--- config.mk ---
export PLATFORM = sky130hd
export DESIGN_NAME = k_rptr_empty_arb_flat
export DESIGN_NICKNAME = d
export VERILOG_FILES = /design/src/rtl/k_rptr_empty_arb_if.sv /design/src/rtl/k_rptr_empty_arb.sv /design/src/flat_wrapper.sv
export SDC_FILE = /design/constraint.sdc
export NUM_CORES = 1
export LEC_CHECK = 0
export BUFFER_PORTS_ARGS = -buffer_cell sky130_fd_sc_hd__buf_2
export CAP_MARGIN = 0
export CORE_ASPECT_RATIO = 1.2
export CORE_MARGIN = 1
export CORE_UTILIZATION = 40
export DETAILED_ROUTE_END_ITERATION = 10
export GPL_TIMING_DRIVEN = 1
export MAX_ROUTING_LAYER = met4
export PLACE_DENSITY = 0.64
export SLEW_MARGIN = 25
export SYNTH_ARGS = -nofsm -noshare
export SYNTH_HDL_FRONTEND = slang
export SYNTH_SLANG_ARGS = --single-unit
--- constraint.sdc ---
create_clock -name rclk -period 8.12 [get_ports rclk]
set_clock_uncertainty 0.05 [all_clocks]
set_input_delay 1.624 -clock rclk [delete_from_list [all_inputs] [get_ports rclk]]
set_output_delay 1.624 -clock rclk [all_outputs]
set_load 0.01 [all_outputs]
--- src/rtl/k_rptr_empty_arb_if.sv ---
// Read-side bundle between the FIFO read controller and its consumers.
interface k_rptr_empty_arb_if #(
    parameter int unsigned addr_size = 4
);
    localparam int unsigned PW = addr_size + 1;

    logic [PW-1:0]        rq2_wptr;
    logic [1:0]           req;
    logic [1:0]           grant;
    logic                 rinc;
    logic [addr_size-1:0] raddr;
    logic [PW-1:0]        rptr;
    logic                 rempty;
    logic [PW-1:0]        rlevel;
    logic                 ralmost_empty;

    // Controller side: consumes the synced write pointer and requests.
    modport master (
        input  rq2_wptr, req,
        output grant, rinc, raddr, rptr, rempty, rlevel, ralmost_empty
    );

    // Environment side: drives pointer and requests, observes the rest.
    modport slave (
        output rq2_wptr, req,
        input  grant, rinc, raddr, rptr, rempty, rlevel, ralmost_empty
    );
endinterface

--- src/rtl/k_rptr_empty_arb.sv ---
// Async FIFO read-domain controller: read pointer, empty flag, and a
// two-requester round-robin read-port arbiter with bounded bursts.
module k_rptr_empty_arb #(
    parameter int unsigned addr_size = 4,
    parameter int unsigned BURST     = 4,
    parameter int unsigned AE_THRESH = 2
) (
    input  logic                      rclk,
    input  logic                      rrst,
    k_rptr_empty_arb_if.master        bus
);
    localparam int unsigned PW = addr_size + 1;
    localparam int unsigned CW = 4;

    logic [PW-1:0] rbin_q,   rbin_d;
    logic [PW-1:0] rptr_q,   rgray_d;
    logic          rempty_q, rempty_d;
    logic          owner_q,  owner_d;
    logic [CW-1:0] cnt_q,    cnt_d;

    logic [PW-1:0] wbin;
    logic [1:0]    grant_c;
    logic          rinc_c;
    logic          other;
    logic          own_req;
    logic          oth_req;

    // Gray-to-binary of the synchronized write pointer.
    always_comb begin
        wbin = '0;
        for (int i = 0; i < PW; i++) begin
            wbin[i] = ^(bus.rq2_wptr >> i);
        end
    end

    // Round-robin arbitration; the owner yields once its burst is spent
    // and the partner is waiting. Nothing is granted while empty.
    always_comb begin
        other   = ~owner_q;
        own_req = bus.req[owner_q];
        oth_req = bus.req[other];
        grant_c = '0;
        if (!rempty_q) begin
            if (own_req && (!oth_req || (cnt_q < CW'(BURST)))) begin
                grant_c[owner_q] = 1'b1;
            end else if (oth_req) begin
                grant_c[other] = 1'b1;
            end
        end
    end

    // Next pointer, empty flag and burst bookkeeping.
    always_comb begin
        rinc_c   = |grant_c;
        rbin_d   = rbin_q + PW'(rinc_c);
        rgray_d  = (rbin_d >> 1) ^ rbin_d;
        rempty_d = (rgray_d == bus.rq2_wptr);
        owner_d  = owner_q;
        cnt_d    = cnt_q;
        if (rinc_c) begin
            if (grant_c[owner_q]) begin
                cnt_d = (cnt_q >= CW'(BURST)) ? CW'(BURST) : cnt_q + CW'(1);
            end else begin
                owner_d = other;
                cnt_d   = CW'(1);
            end
        end
    end

    // State registers with synchronous reset.
    always_ff @(posedge rclk) begin
        if (rrst) begin
            rbin_q   <= '0;
            rptr_q   <= '0;
            rempty_q <= 1'b1;
            owner_q  <= 1'b0;
            cnt_q    <= '0;
        end else begin
            rbin_q   <= rbin_d;
            rptr_q   <= rgray_d;
            rempty_q <= rempty_d;
            owner_q  <= owner_d;
            cnt_q    <= cnt_d;
        end
    end

    assign bus.grant         = grant_c;
    assign bus.rinc          = rinc_c;
    assign bus.raddr         = rbin_q[addr_size-1:0];
    assign bus.rptr          = rptr_q;
    assign bus.rempty        = rempty_q;
    assign bus.rlevel        = wbin - rbin_q;
    assign bus.ralmost_empty = (bus.rlevel <= PW'(AE_THRESH));
endmodule

--- src/flat_wrapper.sv ---
// flat-port wrapper written by rule: the top's interface ports become plain ports
module k_rptr_empty_arb_flat 
#(
    parameter int unsigned addr_size = 4,
    parameter int unsigned BURST     = 4,
    parameter int unsigned AE_THRESH = 2
)
  (rclk, rrst, bus_rq2_wptr, bus_req, bus_grant, bus_rinc, bus_raddr, bus_rptr, bus_rempty, bus_rlevel, bus_ralmost_empty);
  k_rptr_empty_arb_if #(.addr_size(addr_size)) bus_i ();
  input  logic rclk;
  input  logic rrst;
  input wire logic [$bits(bus_i.rq2_wptr)-1:0] bus_rq2_wptr;
  input wire logic [$bits(bus_i.req)-1:0] bus_req;
  output wire logic [$bits(bus_i.grant)-1:0] bus_grant;
  output wire logic [$bits(bus_i.rinc)-1:0] bus_rinc;
  output wire logic [$bits(bus_i.raddr)-1:0] bus_raddr;
  output wire logic [$bits(bus_i.rptr)-1:0] bus_rptr;
  output wire logic [$bits(bus_i.rempty)-1:0] bus_rempty;
  output wire logic [$bits(bus_i.rlevel)-1:0] bus_rlevel;
  output wire logic [$bits(bus_i.ralmost_empty)-1:0] bus_ralmost_empty;
  assign bus_i.rq2_wptr = bus_rq2_wptr;
  assign bus_i.req = bus_req;
  assign bus_grant = bus_i.grant;
  assign bus_rinc = bus_i.rinc;
  assign bus_raddr = bus_i.raddr;
  assign bus_rptr = bus_i.rptr;
  assign bus_rempty = bus_i.rempty;
  assign bus_rlevel = bus_i.rlevel;
  assign bus_ralmost_empty = bus_i.ralmost_empty;
  k_rptr_empty_arb #(.addr_size(addr_size), .BURST(BURST), .AE_THRESH(AE_THRESH)) u_core (.rclk(rclk), .rrst(rrst), .bus(bus_i));
endmodule
==> flow_metrics.tcl <==
set metrics [dict create \
    antenna_found_initial 0 \
    hold_slack_ns 0.4661 \
    finalPower_uw 185.6 \
    end_kind "output pin" \
    slowest_stage "fa_1" \
    placeableCoreArea_um2 2354 \
    clkLatencyLatePin_ns 0.27 \
    ant_nets 0 \
    power.density_nw_per_um2 152.6 \
    grt_remaining_overflow 0 \
    grt_usage_pct 17.13 \
    worstSetupStartpoint "bus_rq2_wptr[4]" \
    clkTransAtPathRegs_ns 0.08 \
    regToRegSetupSlack_ns 5.46 \
    routedWlPerCell_um 11.75 \
    die_h_um 57.62 \
    finalNetCount 161 \
    slowest_delay_ns 0.40 \
    finalCriticalPeriod_ns 5.807 \
    antennaDiodeCount 0 \
    r2r_cells 8 \
    worstSetupEndpoint "bus_ralmost_empty" \
    path_delay_family "XOR/XNOR gates" \
    p_leak_uw 0.0005706 \
    holdBufCountCts 0 \
    synth_nets 132 \
    grt_pass1_vias 856 \
    io_buffers 27 \
    die_x_um 48.35 \
    status "completed" \
    synth_area_leaders "dfxtp_1, xnor2_1, ha_1" \
    hp-class "flop to flop" \
    htreeDepth 1 \
    yosys.area.top_type "dfxtp_1" \
    worst_pin_slew_ns 0.4851 \
    crit_chain "buf_2 -> xor2_1 -> xnor2_1 -> xor2_1 -> xor2_1 -> ha_1 -> fa_1 -> inv_1 -> a21o_1 -> a21oi_1 -> xor2_1 -> a2111oi_0 -> buf_2" \
    reg2reg_from "u_core.bus.rempty$_SDFF_PP1_" \
    slew_violations 0 \
    synth_cell_type_count 37 \
    cp.required_ns 6.45 \
    root_buffer "clkbuf_4" \
    hold_viol_final 0 \
    worstPathArrival_ns 4.13 \
    dieArea_um2 2785 \
    cp-start-kind "input pin" \
    seq_area_frac_synth_pct 29.13 \
    fillers 230 \
    cts_tree "built" \
    layout_commonest_cell "buf_2" \
    cts.repair.resized 0 \
    yosys_warnings 0 \
    rsz0062_at_grt "false" \
    synth_top_area_share_pct 29.13 \
    fin_setup_tns_ns 0 \
    vias 876 \
    crit_top_cell "xor2_1" \
    final_cell_mix "buf_2, dfxtp_1, xnor2_1" \
    min_path_cells 2 \
    dp_slack_ns 2.285 \
    crit_type "input pin to output pin" \
    setup-violations-final 0 \
    fmaxAchievable_mhz 172.2 \
    syn_inst 115 \
    regArea_um2 300.3 \
    finalWeightedCongestion 0.7318 \
    worst-path-stages 13 \
    multi_input_area_um2 670.6 \
    period_share_pct 71.51 \
    clock-sinks 15 \
    drtPass1Iterations 4 \
    drv_cap 0 \
    syn_to_final_growth_pct 17.96 \
    clock_path_buffers 2 \
    dpl.hpwl_um 1672 \
    drive_gt1_share_pct 23.08 \
    cp_max_fo 3 \
    grt_pass1_wl_um 3581 \
    wirelength_um 2044 \
    critPathBufInv 3 \
    viasPerCell 5.034 \
    placed_cell_area_um2 1190 \
    post-cts-setup-buffers 0 \
    dr.first_iter.drc_count 7 \
    start_util_pct 43.81 \
    synth-seq-cells 15 \
    rows 19 \
    fin_area_um2 1216 \
    grt_start_max_net_pins 16 \
    synth_area_um2 1031 \
    fin_ws_ns 2.313 \
    r2r_end "u_core.bus.rempty$_SDFF_PP1_" \
    drcViolationCount 0 \
    peakVddDrop_mv 0.07474 \
    cts_made_buffers 3 \
    max_slew_margin_pct 67.55 \
    syn_avg_cell_area_um2 8.965 \
    io_pins 28 \
]
## worst reg2reg max path, cell delays in order, from the launching register on
cell and delay (ns):
dfxtp_1 0.36, nor2_1 0.31, ha_1 0.40, ha_1 0.47, xor2_2 0.24, xor2_1 0.20
nor3_1 0.07, or2_0 0.23, a31o_1 0.22
## stage by stage
stage | utilization (%) | cells
5_1_grt | 51.67 | 174
6_report | 51.67 | 174
4_1_cts | 51.67 | 174
2_1_floorplan | - | 115
3_3_place_gp | 50.56 | 170
3_5_place_dp | 50.56 | 170
## power breakdown
part / switching [uW] / total (uW) / leakage [uW] / internal (uW)
Clock: 21.1 / 40.1 / 0.0000150 / 19.0
Sequential: 3.68 / 80.9 / 0.000122 / 77.2
Combinational: 35.3 / 64.7 / 0.000433 / 29.3
## worst min path at each step
stage / start / end / slack [ns]
4_1_cts: u_core.cnt_q[2]$_SDFFE_PP0N_ / u_core.cnt_q[2]$_SDFFE_PP0N_ / 0.47
3_5_place_dp: u_core.cnt_q[2]$_SDFFE_PP0N_ / u_core.cnt_q[2]$_SDFFE_PP0N_ / 0.45
6_report: u_core.cnt_q[2]$_SDFFE_PP0N_ / u_core.cnt_q[2]$_SDFFE_PP0N_ / 0.47
3_3_place_gp: u_core.cnt_q[1]$_SDFFE_PP0N_ / u_core.cnt_q[1]$_SDFFE_PP0N_ / 0.43
2_1_floorplan: u_core.cnt_q[1]$_SDFFE_PP0N_ / u_core.cnt_q[1]$_SDFFE_PP0N_ / 0.41
5_1_grt: u_core.cnt_q[2]$_SDFFE_PP0N_ / u_core.cnt_q[2]$_SDFFE_PP0N_ / 0.48
## metal layers
metal / GRT usage [%] / routed length [um] / vias to the layer above
met5: - / 0 / -
met4: 7.563 / 22 / 0
met3: 1.575 / 75 / 2
met2: 33.00 / 1112 / 26
met1: 17.65 / 834 / 399
li1: - / - / 449
## state kept, by name, indices dropped and copies added (netlist names)
register           cells
u_core.bus.rptr        5
u_core.cnt_q           4
u_core.rbin_q          4
u_core.bus.rempty      1
u_core.owner_q         1
## Yosys cell counts
library cell / n
ha_1: 7
a21o_1: 3
or4b_1: 1
clkbuf_1: 2
a211oi_1: 1
nand3b_1: 1
mux2i_1: 1
o311ai_1: 1
inv_1: 12
nor2b_1: 3
fa_1: 1
o211a_1: 1
a32oi_1: 1
a21boi_4: 1
o2111ai_1: 1
xnor2_1: 13
or2_0: 1
o21ai_0: 3
o31a_1: 1
a2bb2oi_2: 1
nand2_1: 1
xor2_2: 1
buf_4: 1
a31o_1: 1
o211ai_1: 1
and3_1: 1
xor2_1: 10
a21boi_0: 1
nand3_1: 2
a2111oi_0: 1
a21oi_1: 5
and3b_1: 1
nor3b_1: 1
nor2_1: 12
nor3_1: 4
dfxtp_1: 15
and4b_1: 1
## cell type report
type | instances | share of cell area, %
Inverter | 12 | 3.704
Multi-Input combinational cell | 85 | 55.14
Clock buffer | 4 | 2.160
Sequential cell | 15 | 24.69
Tap cell | 31 | 3.189
Timing Repair Buffer | 27 | 11.11
## cells by family (layout without fill, tap and decap cells)
family,count (synthesis),count (layout),synth area share [%]
compound gates,23,23,17.60
fa+ha+maj,8,8,10.44
mux,1,1,0.9709
buf+inv,15,43,5.825
xor+xnor,24,24,21.12
simple gates,29,29,14.93
flops,15,15,29.13
Note: power is estimated with default switching activity, not from simulation.
